## src/rtl/component_pkg.sv

```systemverilog
// Shared types, index constants and block-count helper for the slice component scheduler.
package component_pkg;

   localparam int unsigned DEFAULT_SIZE_W = 16;
   localparam int unsigned COUNT_W        = 32;
   localparam int unsigned INDEX_W        = 2;

   localparam logic [INDEX_W-1:0] COMP_Y  = 2'd0;
   localparam logic [INDEX_W-1:0] COMP_CB = 2'd1;
   localparam logic [INDEX_W-1:0] COMP_CR = 2'd2;

   typedef enum logic [2:0] {
      ST_IDLE   = 3'd0,
      ST_LAUNCH = 3'd1,
      ST_RUN    = 3'd2,
      ST_NEXT   = 3'd3,
      ST_DONE   = 3'd4
   } sched_state_e;

   // Slice configuration captured on an accepted slice_start.
   typedef struct packed {
      logic [COUNT_W-1:0] luma_blocks;
      logic               chroma_422;
   } slice_cfg_t;

   // Block count for a component: luma as-is, chroma halved in 4:2:2.
   function automatic logic [COUNT_W-1:0] comp_blocks(input logic [INDEX_W-1:0] idx,
                                                       input slice_cfg_t          cfg);
      if (idx == COMP_Y) begin
         return cfg.luma_blocks;
      end
      return cfg.chroma_422 ? (cfg.luma_blocks >> 1) : cfg.luma_blocks;
   endfunction

endpackage

```

## src/rtl/slice_sched_watchdog.sv

```systemverilog
// RUN-state watchdog: counts consecutive RUN cycles, flags when the limit is hit.
module slice_sched_watchdog #(
   parameter int unsigned WATCHDOG_CYCLES = 4096
) (
   input  logic clock,
   input  logic reset_n,
   input  logic run,
   output logic expired_c
);

   localparam int unsigned CNT_W = $clog2(WATCHDOG_CYCLES + 1);

   logic [CNT_W-1:0] cnt_q;

   // Counter clears whenever the scheduler is outside RUN, saturates at the limit.
   always_ff @(posedge clock or negedge reset_n) begin
      if (!reset_n) begin
         cnt_q <= '0;
      end else if (!run) begin
         cnt_q <= '0;
      end else if (!expired_c) begin
         cnt_q <= cnt_q + CNT_W'(1);
      end
   end

   // Expires on the WATCHDOG_CYCLES-th RUN cycle.
   assign expired_c = run && (cnt_q == CNT_W'(WATCHDOG_CYCLES - 1));

endmodule

```

## src/rtl/slice_component_scheduler.sv

```systemverilog
// Slice-level sequencer for the Y/Cb/Cr component encode pipeline.
// Optional RUN watchdog enabled by defining SLICE_SCHED_WATCHDOG_EN.
module slice_component_scheduler
   import component_pkg::*;
#(
   parameter int unsigned RESET_CYCLES    = 2,
   parameter int unsigned SIZE_W          = DEFAULT_SIZE_W,
   parameter int unsigned WATCHDOG_CYCLES = 4096
) (
   input  logic                clock,
   input  logic                reset_n,
   input  logic                slice_start,
   input  logic [COUNT_W-1:0]  slice_block_num,
   input  logic                chroma_422,
   input  logic                comp_done,
   input  logic [COUNT_W-1:0]  comp_byte_count,
   output logic                busy,
   output logic                comp_reset_n,
   output logic [INDEX_W-1:0]  comp_index,
   output logic [COUNT_W-1:0]  comp_block_num,
   output logic [SIZE_W-1:0]   y_size,
   output logic [SIZE_W-1:0]   cb_size,
   output logic [SIZE_W-1:0]   cr_size,
   output logic [COUNT_W-1:0]  slice_size,
   output logic                size_overflow,
   output logic                slice_done,
   output logic                timeout_err
);

   localparam int unsigned RCNT_W = (RESET_CYCLES > 1) ? $clog2(RESET_CYCLES) : 1;
   localparam logic [RCNT_W-1:0]  RCNT_LOAD = RCNT_W'(RESET_CYCLES - 1);
   localparam logic [COUNT_W-1:0] SIZE_MAX  = COUNT_W'((64'd1 << SIZE_W) - 64'd1);

   sched_state_e       state_q, state_d;
   slice_cfg_t         cfg_q, cfg_d;
   logic [RCNT_W-1:0]  rcnt_q, rcnt_d;

   logic               busy_d;
   logic               comp_reset_n_d;
   logic [INDEX_W-1:0] comp_index_d;
   logic [COUNT_W-1:0] comp_block_num_d;
   logic [SIZE_W-1:0]  y_size_d, cb_size_d, cr_size_d;
   logic [COUNT_W-1:0] slice_size_d;
   logic               size_overflow_d;
   logic               slice_done_d;
   logic               timeout_err_d;

   logic               wr_en;
   logic [INDEX_W-1:0] wr_idx;
   logic [SIZE_W-1:0]  wr_val;
   logic               count_over;
   logic [INDEX_W-1:0] nxt_idx;
   logic [COUNT_W-1:0] nxt_blocks;
   logic               wd_expired_c;

`ifdef SLICE_SCHED_WATCHDOG_EN
   slice_sched_watchdog #(
      .WATCHDOG_CYCLES (WATCHDOG_CYCLES)
   ) u_watchdog (
      .clock     (clock),
      .reset_n   (reset_n),
      .run       (state_q == ST_RUN),
      .expired_c (wd_expired_c)
   );
`else
   // Watchdog compiled out: never expires.
   assign wd_expired_c = 1'b0 && (WATCHDOG_CYCLES == 0);
`endif

   // State and registered outputs.
   always_ff @(posedge clock or negedge reset_n) begin
      if (!reset_n) begin
         state_q        <= ST_IDLE;
         cfg_q          <= '0;
         rcnt_q         <= '0;
         busy           <= 1'b0;
         comp_reset_n   <= 1'b0;
         comp_index     <= COMP_Y;
         comp_block_num <= '0;
         y_size         <= '0;
         cb_size        <= '0;
         cr_size        <= '0;
         slice_size     <= '0;
         size_overflow  <= 1'b0;
         slice_done     <= 1'b0;
         timeout_err    <= 1'b0;
      end else begin
         state_q        <= state_d;
         cfg_q          <= cfg_d;
         rcnt_q         <= rcnt_d;
         busy           <= busy_d;
         comp_reset_n   <= comp_reset_n_d;
         comp_index     <= comp_index_d;
         comp_block_num <= comp_block_num_d;
         y_size         <= y_size_d;
         cb_size        <= cb_size_d;
         cr_size        <= cr_size_d;
         slice_size     <= slice_size_d;
         size_overflow  <= size_overflow_d;
         slice_done     <= slice_done_d;
         timeout_err    <= timeout_err_d;
      end
   end

   // Next-state and next-output logic.
   always_comb begin
      state_d          = state_q;
      cfg_d            = cfg_q;
      rcnt_d           = rcnt_q;
      busy_d           = busy;
      comp_index_d     = comp_index;
      comp_block_num_d = comp_block_num;
      y_size_d         = y_size;
      cb_size_d        = cb_size;
      cr_size_d        = cr_size;
      slice_size_d     = slice_size;
      size_overflow_d  = size_overflow;
      timeout_err_d    = timeout_err;
      slice_done_d     = 1'b0;
      comp_reset_n_d   = 1'b0;
      wr_en            = 1'b0;
      wr_idx           = comp_index;
      wr_val           = '0;
      count_over       = comp_byte_count > SIZE_MAX;
      nxt_idx          = comp_index + INDEX_W'(1);
      nxt_blocks       = comp_blocks(nxt_idx, cfg_q);

      case (state_q)
         ST_IDLE: begin
            if (slice_start) begin
               cfg_d.luma_blocks = slice_block_num;
               cfg_d.chroma_422  = chroma_422;
               y_size_d          = '0;
               cb_size_d         = '0;
               cr_size_d         = '0;
               slice_size_d      = '0;
               size_overflow_d   = 1'b0;
               timeout_err_d     = 1'b0;
               comp_index_d      = COMP_Y;
               comp_block_num_d  = slice_block_num;
               rcnt_d            = RCNT_LOAD;
               busy_d            = 1'b1;
               state_d           = (slice_block_num == '0) ? ST_DONE : ST_LAUNCH;
            end
         end
         ST_LAUNCH: begin
            if (rcnt_q == '0) begin
               state_d = ST_RUN;
            end else begin
               rcnt_d = rcnt_q - RCNT_W'(1);
            end
         end
         ST_RUN: begin
            if (comp_done) begin
               wr_en           = 1'b1;
               wr_val          = count_over ? '1 : comp_byte_count[SIZE_W-1:0];
               size_overflow_d = size_overflow | count_over;
               state_d         = ST_NEXT;
            end else if (wd_expired_c) begin
               wr_en         = 1'b1;
               timeout_err_d = 1'b1;
               state_d       = ST_DONE;
            end
         end
         ST_NEXT: begin
            if (comp_index == COMP_CR) begin
               state_d = ST_DONE;
            end else begin
               comp_index_d     = nxt_idx;
               comp_block_num_d = nxt_blocks;
               rcnt_d           = RCNT_LOAD;
               if (nxt_blocks == '0) begin
                  // Empty component: record size 0 and move on without a launch.
                  wr_en   = 1'b1;
                  wr_idx  = nxt_idx;
                  state_d = ST_NEXT;
               end else begin
                  state_d = ST_LAUNCH;
               end
            end
         end
         ST_DONE: begin
            busy_d  = 1'b0;
            state_d = ST_IDLE;
         end
         default: begin
            state_d = ST_IDLE;
         end
      endcase

      if (wr_en) begin
         case (wr_idx)
            COMP_Y:  y_size_d  = wr_val;
            COMP_CB: cb_size_d = wr_val;
            default: cr_size_d = wr_val;
         endcase
      end

      // Pipeline runs only in RUN; slice total and pulse land with DONE.
      comp_reset_n_d = (state_d == ST_RUN);
      if (state_d == ST_DONE) begin
         slice_done_d = 1'b1;
         slice_size_d = COUNT_W'(y_size_d) + COUNT_W'(cb_size_d) + COUNT_W'(cr_size_d);
      end
   end

endmodule

```

## config.mk

```make
export PLATFORM = sky130hd
export DESIGN_NAME = slice_component_scheduler
export DESIGN_NICKNAME = d
export VERILOG_FILES = /design/src/rtl/component_pkg.sv /design/src/rtl/slice_sched_watchdog.sv /design/src/rtl/slice_component_scheduler.sv
export SDC_FILE = /design/constraint.sdc
export NUM_CORES = 1
export LEC_CHECK = 0
export CAP_MARGIN = 20
export CELL_PAD_IN_SITES_DETAIL_PLACEMENT = 1
export CELL_PAD_IN_SITES_GLOBAL_PLACEMENT = 1
export CORE_MARGIN = 2
export CORE_UTILIZATION = 38
export CTS_BUF_LIST = sky130_fd_sc_hd__clkbuf_16
export DETAILED_ROUTE_END_ITERATION = 12
export PLACE_DENSITY_LB_ADDON = 0.25
export SYNTH_ARGS = -nofsm -noshare
export SYNTH_HDL_FRONTEND = slang
export SYNTH_SLANG_ARGS = --single-unit
```

## constraint.sdc

```tcl
create_clock -name clock -period 5.35 [get_ports clock]
set_input_delay 1.07 -clock clock [delete_from_list [all_inputs] [get_ports clock]]
set_output_delay 1.07 -clock clock [all_outputs]
set_load 0.005 [all_outputs]
```

==> results.md <==
- Max-cap violations: 0
- Seq/Total Area, Yosys: 0.4471
- Reg2reg start: comp_index[0]
- Residual DRC: 0
- PnR Total Power: between 5000 and 6000 uW
- Site Rows: 52
- Area Growth Syn to Fin: 33.42%
- Setup TNS: 0 ns
- Maximum vdd drop: between 0.2 and 0.3 mV
- Internal power: around 3100 uW
- Detailed Routing Iterations Pass 1: 4
- Initial antenna violation count: 0
- Ys flop type: dfrtp_1
- Clock sinks: around 140
- CTS buffer count: 17
- Clock power frac: 0.218
- DR WL/cell: 18.55 um
- Tcrit/Tclk final: 0.9502
- CP Capture Type: flip-flop
- Startpoint Class: flip-flop
- Total gr overflow: 0
- Hold_buf cts: 0
- CP required: about 5.6 ns
- Hold Violations, Final: 0
- First-pass GRT wire length: around 40 mm
- DRT iter0 DRCs: about 280
- Overall routed net length: approximately 25 mm
- Core Box Area: about 0.020 sq mm
- Asr flop ratio synth: 1.000
- Clock latency on the worst-skew pair: between 0.4 and 0.5 ns
- Status: completed
- Post-synth EDFFs: 0
- Slew Limit Fails: 0
- Total Nets Final: between 1,000 and 1,500
- Finished Layout Cells: approximately 1,300
- Avg Cell Area, Syn: between 8 and 9 sq um
- Hold Slack: 0.4778 ns
- Static Leak: between 0.004 and 0.005 uW
- Number of library cell types mapped by synthesis: 52
- PnR worst setup slack: about 0.27 ns
- F_max: 0.1967 GHz
- GP Congestion: ~0.83
- H-Tree Depth: 4
- Minimum clock period: 5.084 ns
- #FFs+latches synth: between 100 and 150
- Final antenna-violating net count: 0
- Clock Root Buffer: clkbuf_16
- Top-Level Pins: about 190
- Clock buffer depth: 2
- Comb pwr share: 0.454
- Die X: ~150 um
- Layout cells sized above 1: 0.09879
- Hold Startpoint: comp_block_num[13]
- Switching Share: 0.4003
- WP data arrival: ~5.4 ns
- CTS tree: built
- Worst Hold Class: flip-flop to flip-flop
- Synth warn: 0
- Clk slew on worst S/H paths: about 0.060 ns
- Via count: ~7,000
- Die Y: ~150 um
- Psw: about 2100 uW
- Vias in the first global route: about 7,400
- Antenna fix cells: 0
- Initial Utilization: 0.3888
- Multi-input logic area: approximately 0.004 sq mm
- Cells after DPL: ~1,300
- Netlist Area Pre-Place: a little under 0.008 sq mm
- Setup violations, final: 0
- Post-DP HPWL: 18.24 mm
- Seq. cell area: roughly 0.0035 sq mm
- Largest net degree at the start of global routing: just under 70
- Power per Cell Area: 494.6 mW/mm^2
- Crit path max fanout: 7
- DP Worst Slack: -0.1696 ns
- # fillers: about 2,400
- Critical path type: flip-flop to flip-flop
- Worst slew pin tran: about 0.66 ns
- Vias per cell: around 5.2
- Layout Skew: roughly 0.016 ns
- Area of the die: 0.02194 sq mm
- Port Buffers: roughly 170
- Reg power frac: 0.328
- Max_slew headroom: 0.5567
- Synth Instances: 891
- Critical path origin: comp_index[0]
- GR Util All Layers: 0.2347
state kept, by name, indices dropped and copies added, names as in the netlist, 2 cells and up:
signal,flops
cr_size,16
comp_block_num,32
state_q,3
slice_size,18
cb_size,16
cfg_q,33
y_size,16
comp_index,2
synth_stat cells, types with 20 or more instances:
cell type,number,area [sq um]
dfrtp_1,141,3528
inv_1,62,232.7
nor4_1,20,125.1
a21oi_1,57,285.3
nor2_1,65,244.0
o21a_1,23,172.7
mux2i_1,32,320.3
nand2_1,180,675.7
nand3_1,26,130.1
clkbuf_1,32,120.1
o21ai_0,69,345.3
cells by family (layout without fill, tap and decap cells):
logic type	count (synthesis)	in the layout	synth area share
AO/OA/AOI/OAI	217	217	0.1714
XOR/XNOR	10	10	0.01110
adder cells (fa/ha/maj)	34	34	0.07007
buffers and inverters	126	294	0.07039
flip-flops	141	141	0.4471
multiplexers	42	42	0.05628
other	1	15	0.0004751
AND/OR/NAND/NOR	320	320	0.1733
path summary, 6_finish.rpt:
| kind | end | slack, ns | depth (start not counted) |
|---|---|---|---|
| setup / recovery | slice_size[16] | 0.27 | 19 |
| hold / removal | comp_block_num[13] | 0.48 | 2 |
| setup reg to reg | slice_size[16] | 0.27 | 19 |
| hold reg to reg | comp_block_num[13] | 0.48 | 2 |
| max in group asynchronous | cfg_q[28] | 3.70 | 2 |
| min in group asynchronous | comp_block_num[10] | 0.60 | 1 |
metrics by stage:
stage          utilization  instance area, sq um
6_report            0.5187                 10530
5_1_grt             0.5187                 10530
4_1_cts             0.5149                 10450
3_5_place_dp        0.4877                  9899
3_3_place_gp        0.4877                  9899
2_1_floorplan            -                  7945
worst max-delay path, cell delays in order (launching register included):
cell and delay, ns:
dfrtp_2 0.42, inv_1 0.13, ha_1 0.28, and4bb_2 0.35, o2111ai_2 0.15, nor3_4 0.35
nand3_1 0.22, o21ai_4 0.17, buf_4 0.19, mux2_2 0.36, fa_1 0.61, inv_1 0.07
ha_1 0.35, o211ai_1 0.15, o21a_1 0.23, a211oi_2 0.28, o21ai_0 0.19, a21oi_1 0.20
xor2_1 0.16, o21ai_0 0.09
cells in the final DEF (no fill, tap or decap), types with 7 or more instances in the layout:
cell type	n
clkdlybuf4s50_1	171
mux2_2	7
a31oi_1	15
o21a_1	23
mux2i_1	32
inv_1	62
nor4_1	20
clkbuf_16	17
buf_4	25
a31o_2	14
conb_1	15
nor2_1	63
fa_1	17
dfrtp_1	140
a21oi_1	56
nand3_1	26
o21ai_0	68
nand2_1	180
ha_1	17
metal layers:
metal | up-vias | share of wire | track usage
met4 | 0 | 0.021 | 0.06857
met3 | 26 | 0.047 | 0.04233
met5 | - | 0 | 0
met1 | 3446 | 0.42 | 0.2898
li1 | 3342 | - | -
met2 | 177 | 0.51 | 0.4201
final cells by class:
| type | count | area share |
|---|---|---|
| inverter | 62 | 0.02210 |
| timing repair buffer | 200 | 0.1871 |
| tap | 270 | 0.03208 |
| clock inverter | 15 | 0.01212 |
| clock buffer | 17 | 0.04040 |
| sequential | 141 | 0.3352 |
| multi-input combinational | 638 | 0.3710 |
power groups by stage:
stage,Combinational (uW),Sequential (uW),Clock [uW]
2_1_floorplan,1360,1660,0
3_3_place_gp,2280,1720,0
3_5_place_dp,2330,1730,0
4_1_cts,2360,1710,1160
5_1_grt,2640,1760,1200
6_report,2360,1710,1140
what timing repair did:
action                     4_1_cts  5_1_grt
setup endpoints to repair        0        6
resized for setup                0        8
setup buffers                    0        2
Note: power is estimated with default switching activity, not from simulation.
==> edit 1, RTL diff (same flow settings) <==
`COUNT_W`: 32 -> 48.
--- a/src/rtl/component_pkg.sv
+++ b/src/rtl/component_pkg.sv
@@ -3,5 +3,5 @@
 
    localparam int unsigned DEFAULT_SIZE_W = 16;
-   localparam int unsigned COUNT_W        = 32;
+   localparam int unsigned COUNT_W        = 48;
    localparam int unsigned INDEX_W        = 2;
 
Interface: changed (resized comp_block_num, comp_byte_count, slice_block_num and slice_size); port bits go from 188 to 252. The function was not compared with the original's and may differ.
==> edit 1 against the unedited design <==
  * Synthesized area up 24%
  * Sequential cell count increased by 32
  * Worst setup slack improved by 86 ps
  * Non-clock buffer count grew 79
  * Total power rose by 14%
  * Wire length is 25% higher
  * Core utilization hardly changed
  * Design area up 24%
  * Critical path type unchanged
  * Largest cell class unchanged
  * Highest routed layer is now met5
==> edit 1: results (changes against the unedited design) <==
outcome:
  status: "complete, no violations"
placement:
  placed_area_um2: 12440  # +26%
  place_ws_ps: -96.45  # +73.19 ps
  post-dp-hpwl_um: 22850  # +25%
  gp_congestion: 0.8618  # +4.0%
yosys:
  ys_top_cells_by_area: "dfrtp_1 (44%), nand2_1 (9.0%), mux2i_1 (8.3%)"
  synth_compound_area_share_pct: 13.07  # -4.1 points
  synthXorXnorAreaFrac_pct: 1.072  # -0.037 points
  post_synth_mux_area_share_pct: 11.72  # +6.1 points
  ys_top_cells_by_count: "nand2_1 (236), dfrtp_1 (173), o21ai_0 (89)"
  synth.avg_cell_area_um2: 9.001  # +1.6%
  yosysUniqueCellTypes: 59  # +13%
  synth_fa_ha_area_share_pct: 5.642  # -1.4 points
  synth_seq_area_share_pct: 44.17  # -0.54 points
finish:
  top_regs: "cfg_q x49, comp_block_num x48, slice_size x18"
  nFillCells: 2911  # +22%
  largest_reg_flops: 49  # +48%
  drive_above_1_share_pct: 10.50  # +0.62 points
  final_net_count: 1455  # +25%
power:
  power_frac_seq_pct: 35.3  # +2.5 points
  p_per_area_nw_per_um2: 453.9  # -8.2%
  p_clk_mw: 1.24  # +9%
  cellLeakagePower_nw: 5.885  # +19%
  ir_drop_mv: 0.2572  # -8.4%
worst_setup_path:
  r2r_end: "slice_size[12]$_DFFE_PN0P_"
  rrSetupSlack_ps: 350  # +90 ps
  worstReg2RegStart: "cfg_q[33]$_DFFE_PN0P_"
  rr_worst_depth: 17  # -2
  worstPathMaxFanout: 10  # +3
  crit_family: "simple AND/OR/NAND/NOR gates"
worst_hold_path:
  holdPathEnd: "comp_block_num[26]$_DFFE_PN0P_"
  min_from: "comp_block_num[26]$_DFFE_PN0P_"
timing:
  drv_slew: 0  # unchanged
  tightest_slew_ps: 931.0  # +273.1 ps
  holdWs_ps: 478.5  # +0.7020 ps
  clock_skew_ps: 10.84  # -4.764 ps
global_route:
  grt_max_degree: 97  # +43%
  grt.total_usage_pct: 23.53  # +0.066 points
  grt_pass1_vias: 9146  # +23%
  antenna_found_initial: 1  # +1
drt:
  drtIter0Drc: 382  # +36%
  viasPerCell: 5.182  # -0.45%
  totalWireLength_um: 31100  # +25%
clocking:
  clk_pin_slew_ps: 80  # +20 ps
[edit 1: cell types whose count changed after synthesis, sizes merged, moves of 11 or more]
| cell | delta |
|---|---|
| o21ai | +21 |
| o21a | -19 |
| clkbuf | +12 |
| inv | -22 |
| mux2i | +49 |
| nand2 | +57 |
| mux2 | +20 |
| nor4 | +11 |
| dfrtp | +32 |
| nor2 | +15 |
| buf | +21 |
[edit 1: worst max-delay path by stage]
stage | start | cells after the start | slack [ps] | end
final | cfg_q[33]$_DFFE_PN0P_ | 17 | 350 | slice_size[12]$_DFFE_PN0P_
after global placement | comp_byte_count[28] | 15 | 130 | slice_size[17]$_DFFE_PN0P_
after CTS | cfg_q[33]$_DFFE_PN0P_ | 17 | 170 | slice_size[14]$_DFFE_PN0P_
after detailed placement | comp_byte_count[23] | 15 | -100 | slice_size[13]$_DFFE_PN0P_
after floorplan | comp_byte_count[28] | 16 | 640 | slice_size[13]$_DFFE_PN0P_
after global routing | cfg_q[44]$_DFFE_PN0P_ | 17 | 20 | slice_size[13]$_DFFE_PN0P_
[edit 1: layer usage]
metal  GRT usage, %  vias up  share of wire (%)
li1               -     4114                  -
met4          6.601        2                2.0
met2          43.19      159                 52
met3          4.345       32                4.1
met5              0        -              0.042
met1          28.09     4311                 42
[edit 1: final cells by class]
cell class / instances / area [um^2] / area share, %
clock buffer: 17 / 425.4 / 3.247
clock inverter: 15 / 140.1 / 1.070
inverter: 40 / 150.1 / 1.146
multi-input combinational: 809 / 4972 / 37.95
sequential: 173 / 4329 / 33.04
tap: 330 / 412.9 / 3.152
timing repair buffer: 279 / 2671 / 20.39
[edit 1: timing repair]
| action | in CTS | in global routing |
|---|---|---|
| endpoints found under the setup margin | 2 | 8 |
| pin swaps | 1 | 1 |
| gates resized for setup | 0 | 2 |
| buffers inserted | 4 | 5 |
==> edit 2, RTL diff (same flow settings) <==
Without the edit above. Put one more register stage on the output `cb_size`. The value now appears one clock later. The other outputs are not delayed to match.
--- a/src/rtl/slice_component_scheduler.sv
+++ b/src/rtl/slice_component_scheduler.sv
@@ -32,4 +32,6 @@
    localparam logic [COUNT_W-1:0] SIZE_MAX  = COUNT_W'((64'd1 << SIZE_W) - 64'd1);
 
+   logic [SIZE_W-1:0] cb_size_s0;
+
    sched_state_e       state_q, state_d;
    slice_cfg_t         cfg_q, cfg_d;
@@ -79,5 +81,5 @@
          comp_block_num <= '0;
          y_size         <= '0;
-         cb_size        <= '0;
+         cb_size_s0     <= '0;
          cr_size        <= '0;
          slice_size     <= '0;
@@ -94,5 +96,5 @@
          comp_block_num <= comp_block_num_d;
          y_size         <= y_size_d;
-         cb_size        <= cb_size_d;
+         cb_size_s0     <= cb_size_d;
          cr_size        <= cr_size_d;
          slice_size     <= slice_size_d;
@@ -112,5 +114,5 @@
       comp_block_num_d = comp_block_num;
       y_size_d         = y_size;
-      cb_size_d        = cb_size;
+      cb_size_d        = cb_size_s0;
       cr_size_d        = cr_size;
       slice_size_d     = slice_size;
@@ -205,4 +207,8 @@
    end
 
+   always_ff @(posedge clock) begin
+      cb_size <= cb_size_s0;
+   end
+
 endmodule
 
Formal check against the unedited RTL: not equivalent (a bounded check fails within 10 cycles, from zero or initial values and one cycle with reset_n low).
==> edit 2 against the unedited design <==
  * Fmax fell by 1.5%
  * Clock power grew 5%
  * Sequential share of layout area increased by 0.90 points
  * Design area up 6.2%
  * Sequential cell count up 16
  * Worst setup slack got worse by 75 ps
  * Wire length increased by 3.1%
  * Total power increased by 16%
  * Non-clock buffer count up 20
  * Synthesized area up 4.9%
==> edit 2: results (changes against the unedited design) <==
outcome:
  status: "complete, no violations"
yosys:
  synth_fa_ha_area_share_pct: 6.681  # -0.33 points
  yosysWarnings: 0  # unchanged
  ys_top_cells_by_count: "nand2_1 (163), dfrtp_1 (141), o21ai_0 (74)"
  synthXorXnorAreaFrac_pct: 0.8464  # -0.26 points
  synth_seq_area_share_pct: 46.49  # +1.8 points
  synth_top_family_by_area: "compound AO/OA/AOI/OAI gates"
  ys_top_cells_by_area: "dfrtp_1 (43%), nand2_1 (7.4%), mux2i_1 (5.7%)"
  yosysUniqueCellTypes: 57  # +9.6%
  async_flop_share_pct: 89.81  # -10 points
  synth-main-ff-cell: "dfrtp_1"
  synth_compound_area_share_pct: 16.76  # -0.37 points
  synth.avg_cell_area_um2: 9.396  # +6.1%
  post_synth_mux_area_share_pct: 7.452  # +1.8 points
global_route:
  grt_pass1_vias: 7491  # +0.62%
  grt_max_degree: 109  # +60%
  grt_pass1_wl_um: 40680  # +1.1%
  grt.total_usage_pct: 23.11  # -0.36 points
worst_hold_path:
  whs_path_depth: 0  # -2
  holdPathEnd: "cb_size[1]$_DFF_P_"
  min_from: "cb_size_s0[1]$_DFF_PN0_"
power:
  cellLeakagePower_nw: 5.093  # +3.1%
  sw_frac_of_total_pct: 40.04  # about the same
  ir_drop_mv: 0.2528  # -10%
  pg_comb_mw: 2.86  # +21%
  clkPwrFrac_pct: 19.8  # -2.0 points
clocking:
  clk_pin_slew_ps: 70
  cts_setup_buffers: 1  # +1
  htree_num_levels: 4  # unchanged
placement:
  gp_congestion: 0.8465  # +2.2%
  placed_cells: 1317  # +0.77%
  post-dp-hpwl_um: 18620  # +2.1%
  portBuffers: 172  # unchanged
  placed_area_um2: 10490  # +5.9%
  place_ws_ps: -95.23  # +74.41 ps
finish:
  instances_no_fill: 1353  # +0.74%
  top_regs: "cfg_q x33, comp_block_num x32, slice_size x18"
  drive_above_1_share_pct: 11.04  # +1.2 points
  final_net_count: 1168  # +0.43%
worst_setup_path:
  critPathArrivalTime_ps: 5460  # +80 ps
  slowest_delay_ps: 570  # -40 ps
  crit_family: "compound AO/OA/AOI/OAI gates"
  worstPathMaxFanout: 12  # +5
  rrSetupSlack_ps: 190  # -70 ps
  r2r_end: "slice_size[15]$_DFFE_PN0P_"
  rr_worst_depth: 20  # +1
  crit_path_end: "slice_size[15]$_DFFE_PN0P_"
  slowest_stage: "fa_1"
timing:
  clock_skew_ps: 10.77  # -4.832 ps
  max_freq_ghz: 0.1938  # -1.5%
  setup_tns_ps: 0  # unchanged
  max_slew_margin_pct: 57.15  # +1.5 points
drt:
  drtIter0Drc: 270  # -3.9%
  viasPerCell: 5.255  # +0.95%
  wl_per_cell_um: 18.98  # +2.3%
  drt-pass1-iter-count: 4  # unchanged
-- edit 2: cell count changes after synthesis, moves of 6 or more --
cell,unedited run,this run
a31oi_1,15,0
a21oi_1,57,48
mux2i_1,32,47
nand2_1,180,163
a2bb2oi_1,0,15
nor2_1,65,42
dfxtp_1,0,16
o2bb2ai_1,0,16
clkbuf_1,32,38
inv_1,62,54
a31o_2,14,2
-- edit 2: final cells by class --
type / count / area, um^2
Sequential cell: 157 / 3849
Tap cell: 275 / 344.1
Clock inverter: 15 / 146.4
Timing Repair Buffer: 220 / 2186
Multi-Input combinational cell: 615 / 4029
Fill cell: 2409 / 10040
Inverter: 54 / 202.7
Clock buffer: 17 / 425.4
-- edit 2: per-layer routing --
metal / vias to the layer above / global-route usage [%] / part of all wire [%]
met4: 0 / 7.546 / 2.3
met5: - / 0 / 0
met2: 165 / 40.32 / 50
met3: 35 / 4.222 / 4.3
met1: 3527 / 29.01 / 43
li1: 3383 / - / -
-- edit 2: through the flow --
step           utilization, %  power (mW)  hold slack (ps)
2_1_floorplan               -       3.513            347.8
3_3_place_gp            49.42       4.730            372.0
5_1_grt                 52.69       6.490            408.5
3_5_place_dp            49.42       4.809            363.3
4_1_cts                 52.21       6.060            373.5
6_report                52.69       6.040            388.3
-- edit 2: worst reg2reg max path: stages (launching register included) --
cell and delay, ps:
dfrtp_1 390, ha_1 230, nor2b_4 180, buf_6 200
mux2i_1 180, and4_2 320, a21oi_4 110, and3_4 200
a21oi_4 130, buf_12 140, mux2_2 350, fa_1 570
inv_1 90, fa_1 450, a211oi_1 260, o21ai_1 140
a21o_1 220, o41a_1 340, a31o_2 280, xnor2_1 150
o21ai_0 90
